--- src/rtl/vga_pkg.sv ---
// Shared VGA timing constants (640x480@60 defaults), timing-region enum and
// helpers for line/frame totals and region classification.
package vga_pkg;

    localparam int DEF_H_ACTIVE = 640;
    localparam int DEF_H_FP     = 16;
    localparam int DEF_H_SYNC   = 96;
    localparam int DEF_H_BP     = 48;
    localparam int DEF_V_ACTIVE = 480;
    localparam int DEF_V_FP     = 10;
    localparam int DEF_V_SYNC   = 2;
    localparam int DEF_V_BP     = 33;

    typedef enum logic [1:0] {
        REGION_ACTIVE,
        REGION_FP,
        REGION_SYNC,
        REGION_BP
    } region_e;

    function automatic int timing_total(input int active, input int fp,
                                        input int sync, input int bp);
        return active + fp + sync + bp;
    endfunction

    function automatic region_e region_of(input int pos, input int active,
                                          input int fp, input int sync);
        if (pos < active)
            return REGION_ACTIVE;
        else if (pos < active + fp)
            return REGION_FP;
        else if (pos < active + fp + sync)
            return REGION_SYNC;
        else
            return REGION_BP;
    endfunction

endpackage

--- src/rtl/vga_delay_line.sv ---
// Fixed-depth 3-bit shift register with synchronous flush to RST_VAL;
// DEPTH=0 is a plain wire.
module vga_delay_line #(
    parameter int         DEPTH   = 0,
    parameter logic [2:0] RST_VAL = 3'b000
) (
    input  logic       clk_i,
    input  logic       rst_i,
    input  logic [2:0] d_i,
    output logic [2:0] q_o
);

    if (DEPTH == 0) begin : g_bypass
        logic unused_ok;
        assign unused_ok = clk_i ^ rst_i;
        assign q_o = d_i;
    end else begin : g_pipe
        logic [2:0] stage_q [DEPTH];

        always_ff @(posedge clk_i) begin
            if (rst_i) begin
                for (int i = 0; i < DEPTH; i++)
                    stage_q[i] <= RST_VAL;
            end else begin
                stage_q[0] <= d_i;
                for (int i = 1; i < DEPTH; i++)
                    stage_q[i] <= stage_q[i-1];
            end
        end

        assign q_o = stage_q[DEPTH-1];
    end

endmodule

--- src/rtl/vga_timing_gen.sv ---
// Parametrised VGA timing generator driven by a pixel-enable strobe on the board clock.
// Optional frame counter enabled by defining VGA_FRAME_CNT_EN.
module vga_timing_gen
    import vga_pkg::*;
#(
    parameter int DIV      = 4,
    parameter int H_ACTIVE = DEF_H_ACTIVE,
    parameter int H_FP     = DEF_H_FP,
    parameter int H_SYNC   = DEF_H_SYNC,
    parameter int H_BP     = DEF_H_BP,
    parameter int V_ACTIVE = DEF_V_ACTIVE,
    parameter int V_FP     = DEF_V_FP,
    parameter int V_SYNC   = DEF_V_SYNC,
    parameter int V_BP     = DEF_V_BP,
    parameter bit HS_POL   = 1'b0,
    parameter bit VS_POL   = 1'b0,
    parameter int PIPE     = 0,
    parameter int CW       = 10
) (
    input  logic          clk,
    input  logic          rst,
    input  logic          run,
    output logic          pix_en,
    output logic          hsync,
    output logic          vsync,
    output logic          valid,
    output logic [CW-1:0] h_cnt,
    output logic [CW-1:0] v_cnt,
    output logic          line_start,
    output logic          frame_start,
    output logic [7:0]    frame_cnt
);

    localparam int H_TOTAL = timing_total(H_ACTIVE, H_FP, H_SYNC, H_BP);
    localparam int V_TOTAL = timing_total(V_ACTIVE, V_FP, V_SYNC, V_BP);
    localparam int DW      = (DIV > 1) ? $clog2(DIV) : 1;

    localparam logic [DW-1:0] DIV_LAST = DW'(DIV - 1);
    localparam logic [CW-1:0] H_LAST   = CW'(H_TOTAL - 1);
    localparam logic [CW-1:0] V_LAST   = CW'(V_TOTAL - 1);
    localparam logic [2:0]    DEC_RST  = {1'b0, ~HS_POL, ~VS_POL};

    if (H_TOTAL > (1 << CW) || V_TOTAL > (1 << CW)) begin : g_cw_check
        $error("vga_timing_gen: H_TOTAL/V_TOTAL do not fit in CW bits");
    end
    if (DIV < 1 || PIPE < 0 || PIPE > 7) begin : g_param_check
        $error("vga_timing_gen: DIV must be >= 1 and PIPE within 0..7");
    end

    logic [DW-1:0] div_q, div_d;
    logic          pix_en_q, pix_en_d;
    logic [CW-1:0] h_q, h_d, v_q, v_d;
    logic          line_start_q, line_start_d;
    logic          frame_start_q, frame_start_d;
    logic [2:0]    dec_q, dec_d;
    logic [2:0]    dec_pipe;
    logic          tick;
    region_e       h_region, v_region;

    // Counters advance at the edge that closes a pix_en cycle; decode follows the new values.
    always_comb begin
        tick  = run && pix_en_q;
        div_d = div_q;
        if (run)
            div_d = (div_q == DIV_LAST) ? '0 : div_q + 1'b1;
        pix_en_d = run && (div_d == DIV_LAST);

        h_d = h_q;
        v_d = v_q;
        if (tick) begin
            if (h_q == H_LAST) begin
                h_d = '0;
                v_d = (v_q == V_LAST) ? '0 : v_q + 1'b1;
            end else begin
                h_d = h_q + 1'b1;
            end
        end
        line_start_d  = tick && (h_d == '0);
        frame_start_d = line_start_d && (v_d == '0);

        h_region = region_of(int'(h_d), H_ACTIVE, H_FP, H_SYNC);
        v_region = region_of(int'(v_d), V_ACTIVE, V_FP, V_SYNC);
        dec_d    = dec_q;
        if (tick)
            dec_d = {(h_region == REGION_ACTIVE) && (v_region == REGION_ACTIVE),
                     (h_region == REGION_SYNC) ? HS_POL : ~HS_POL,
                     (v_region == REGION_SYNC) ? VS_POL : ~VS_POL};
    end

    always_ff @(posedge clk) begin
        if (rst) begin
            div_q         <= '0;
            pix_en_q      <= 1'b0;
            h_q           <= '0;
            v_q           <= '0;
            line_start_q  <= 1'b0;
            frame_start_q <= 1'b0;
            dec_q         <= DEC_RST;
        end else begin
            div_q         <= div_d;
            pix_en_q      <= pix_en_d;
            h_q           <= h_d;
            v_q           <= v_d;
            line_start_q  <= line_start_d;
            frame_start_q <= frame_start_d;
            dec_q         <= dec_d;
        end
    end

    vga_delay_line #(
        .DEPTH   (PIPE),
        .RST_VAL (DEC_RST)
    ) u_delay (
        .clk_i (clk),
        .rst_i (rst),
        .d_i   (dec_q),
        .q_o   (dec_pipe)
    );

`ifdef VGA_FRAME_CNT_EN
    logic [7:0] frame_cnt_q;

    always_ff @(posedge clk) begin
        if (rst)
            frame_cnt_q <= '0;
        else if (frame_start_d)
            frame_cnt_q <= frame_cnt_q + 8'd1;
    end

    assign frame_cnt = frame_cnt_q;
`else
    assign frame_cnt = '0;
`endif

    assign pix_en      = pix_en_q;
    assign h_cnt       = h_q;
    assign v_cnt       = v_q;
    assign line_start  = line_start_q;
    assign frame_start = frame_start_q;
    assign valid       = dec_pipe[2];
    assign hsync       = dec_pipe[1];
    assign vsync       = dec_pipe[0];

endmodule

--- config.mk ---
export PLATFORM = sky130hd
export DESIGN_NAME = vga_timing_gen
export DESIGN_NICKNAME = d
export VERILOG_FILES = /design/src/rtl/vga_pkg.sv /design/src/rtl/vga_delay_line.sv /design/src/rtl/vga_timing_gen.sv
export SDC_FILE = /design/constraint.sdc
export NUM_CORES = 1
export LEC_CHECK = 0
export CORE_UTILIZATION = 50
export CTS_CLUSTER_SIZE = 8
export DETAILED_ROUTE_END_ITERATION = 7
export PLACE_DENSITY = 0.8
export SLEW_MARGIN = 40
export SYNTH_ARGS = -nofsm -noshare
export SYNTH_HDL_FRONTEND = slang
export SYNTH_HIERARCHICAL = 1
export SYNTH_SLANG_ARGS = --single-unit
--- constraint.sdc ---
create_clock -name clk -period 2.69 [get_ports clk]
set_clock_uncertainty 0.1 [all_clocks]
set_input_delay 0.538 -clock clk [delete_from_list [all_inputs] [get_ports clk]]
set_output_delay 0.538 -clock clk [all_outputs]
set_load 0.01 [all_outputs]
==> run metrics <==
status finished clean; residual DRC count 0; Worst EP required 2.86 ns; aggregate global routing overflow 0; reg2reg path depth 8; number of flops mapped to enable cells by yosys 0; max cap viols 0; RSZ-0062 raised after global routing false; critical path startpoint category primary input; ant diodes 0; Ports 37; Slew Viols, Final 0; top cells by area, synth dfxtp_1 34%, nor2_1 5.7%, buf_4 5.0%, nor3_1 4.3%, xnor2_1 4.3%; core area slightly above 0.003 mm²; crit-path max FO 5; via count of the first global-routing pass around 1,400; Seq cells post-synth 28; period utilization 91.7%; asr flop ratio synth 0%; routability cong. ~0.9; Gate Count Post-Synth ~200; Worst IR Drop VDD about 240 µV; critical path endpoint category flop; fmax 0.406 GHz; Layout Utilization 67.6%; final hold vios 0; Clk Latency, worst-skew pair about 0.33 ns; fillers 267; Avg Cell Area, Syn 8.06 µm²; P_leak a little under 0.8 nW; Clock Path Buffers 2; Post-DRT Antenna Nets 0; Die W slightly below 60 µm; Min Hold Slack roughly 0.39 ns; setup tns final 0 ns; hold bufs inserted after CTS 0; H-tree lvl count 1; Detailed Routing Iterations Pass 1 4; post-synth top area cell dfxtp_1; Final Setup Violations 0; library cells used by synthesis 49; Buffers on Ports 28; post-cts sizing count 0; total track usage around 24%; sequential cell area fraction in the yosys report between 30% and 40%; hold worst-path end dec_q[2]; Initial Util roughly 53%; hold depth 2; initial antenna violation count 0; Tmin final roughly 2.5 ns; post-DP HPWL between 2000 and 3000 µm; Reg2Reg Setup Slack 0.30 ns; Hold Startpoint dec_q[2]; Arrival @ worst endpoint between 2 and 3 ns; area grow syn2layout 27.3%; Yosys top cell area share 34.3%; CTS Buf Count 3; first-pass GRT wire length around 6500 µm; crit path kind primary input to flop; Initial DRC Count 114; wirelength, routed roughly 3800 µm; drt via density ~5.5; CTS tree built; final net count about 250; Cell Rows 20; Cell Area, Synth 0.00164 mm²; largest net degree at the start of global routing 20; Clock Sink Count 28; PD cells approximately 360 mW/mm²; full die area between 0.003 and 0.004 mm²; Via Count about 1,600; RR Startpoint h_cnt[0]; DIE HEIGHT approximately 60 µm; share of post-route cells with drive strength above 1 roughly 12%; Setup Fix Bufs, Post-CTS 0; root buf cell clkbuf_4; reg2reg end dec_q[2]; CTS clk-pin slew, worst paths approximately 0.14 ns; synth warn 6; DR WL/cell about 13 µm; Post-synth top flop dfxtp_1; worst min-delay path category flop to flop
## cells in the final DEF, fill, tap and decap left out, types with 4 or more instances in the layout
cell type and instances:
inv_1 5, and4_1 5, nor2_1 25, clkdlybuf4s50_1 28, nand2_1 16, a21oi_1 11
o21ai_1 4, nand4_1 4, dfxtp_1 28, conb_1 8, buf_4 21, nand3_1 6
nor2b_1 5, a31oi_1 6, ha_1 4, xnor2_1 8, nor3_1 14
## synthesized netlist by cell type, drive strengths merged, types with 2 or more instances
cell and number:
inv 5, mux2i 3, dfxtp 28, xnor2 8
a22oi 2, or4 2, and3 3, buf 14
a211oi 2, a21oi 11, nor4 3, a31oi 6
nor2 26, clkbuf 6, and4 5, xor2 3
ha 4, nand2 16, nor3 14, or3 3
o21ai 6, nand3 6, nand2b 2, nor2b 5
nand4 4
## metal layers
layer	vias to the layer above	share of wire, %	track usage, %
li1	793	-	-
met2	48	46	36.9
met5	-	0	0
met4	0	2.3	10.9
met3	11	3.4	3.06
met1	736	48	33.4
## report_power, final
| group | internal (mW) | switching, mW | total [mW] |
|---|---|---|---|
| Clock | 0.151 | 0.125 | 0.276 |
| Sequential | 0.420 | 0.00495 | 0.425 |
| Combinational | 0.0182 | 0.0243 | 0.0425 |
| Total | 0.589 | 0.155 | 0.743 |
## layout make-up
cell class | instances | area (µm²) | share of cell area [%]
Multi-Input combinational cell | 157 | 957 | 46.0
Sequential cell | 28 | 561 | 26.9
Timing Repair Buffer | 49 | 438 | 21.0
Tap cell | 44 | 55.1 | 2.64
Clock inverter | 1 | 30.0 | 1.44
Clock buffer | 3 | 22.5 | 1.08
Inverter | 5 | 18.8 | 0.901
## cell families after synthesis
kind of cell	count (synthesis)	share of synthesized area [%]
adders and majority gates	4	3.06
and+or+nand+nor	94	31.3
buffers and inverters	25	8.80
DFF	28	34.3
muxes	4	2.52
AOI/OAI and AO/OA	36	13.9
xor gates and xnor gates	11	5.89
other	1	0.229
## critical path, cell delays in order
cell	delay, ns
clkdlybuf4s50_1	0.50
nand4_1	0.21
nor4_1	0.39
a21oi_1	0.06
mux2_2	0.29
a2111oi_0	0.39
o21ai_1	0.12
a21oi_1	0.13
## stage by stage
step                power [mW]  worst slack [ns]  instance area [µm²]  instances
global route             0.781             0.106                 2080        287
CTS                      0.751             0.254                 2080        287
global placement         0.476           -0.0526                 2030        283
finish                   0.743             0.224                 2080        287
detailed placement       0.476           -0.0995                 2030        283
floorplan                0.469             0.442                 1660        210
## sequential cells by signal (all words and copies together), names as in the netlist
name         cells
line_start       1
frame_start      1
h_cnt           10
pix_en           1
dec_q            3
div_q            2
v_cnt           10
## worst max path at each step
stage	startpoint	to	slack [ns]	depth (start not counted)
2_1_floorplan	h_cnt[0]	dec_q[2]	0.44	8
3_3_place_gp	run	frame_start	-0.05	9
3_5_place_dp	run	dec_q[2]	-0.1	8
4_1_cts	run	dec_q[2]	0.25	8
5_1_grt	h_cnt[0]	frame_start	0.11	8
6_report	run	dec_q[2]	0.22	8
No activity file was read; power rests on OpenSTA's default activity.
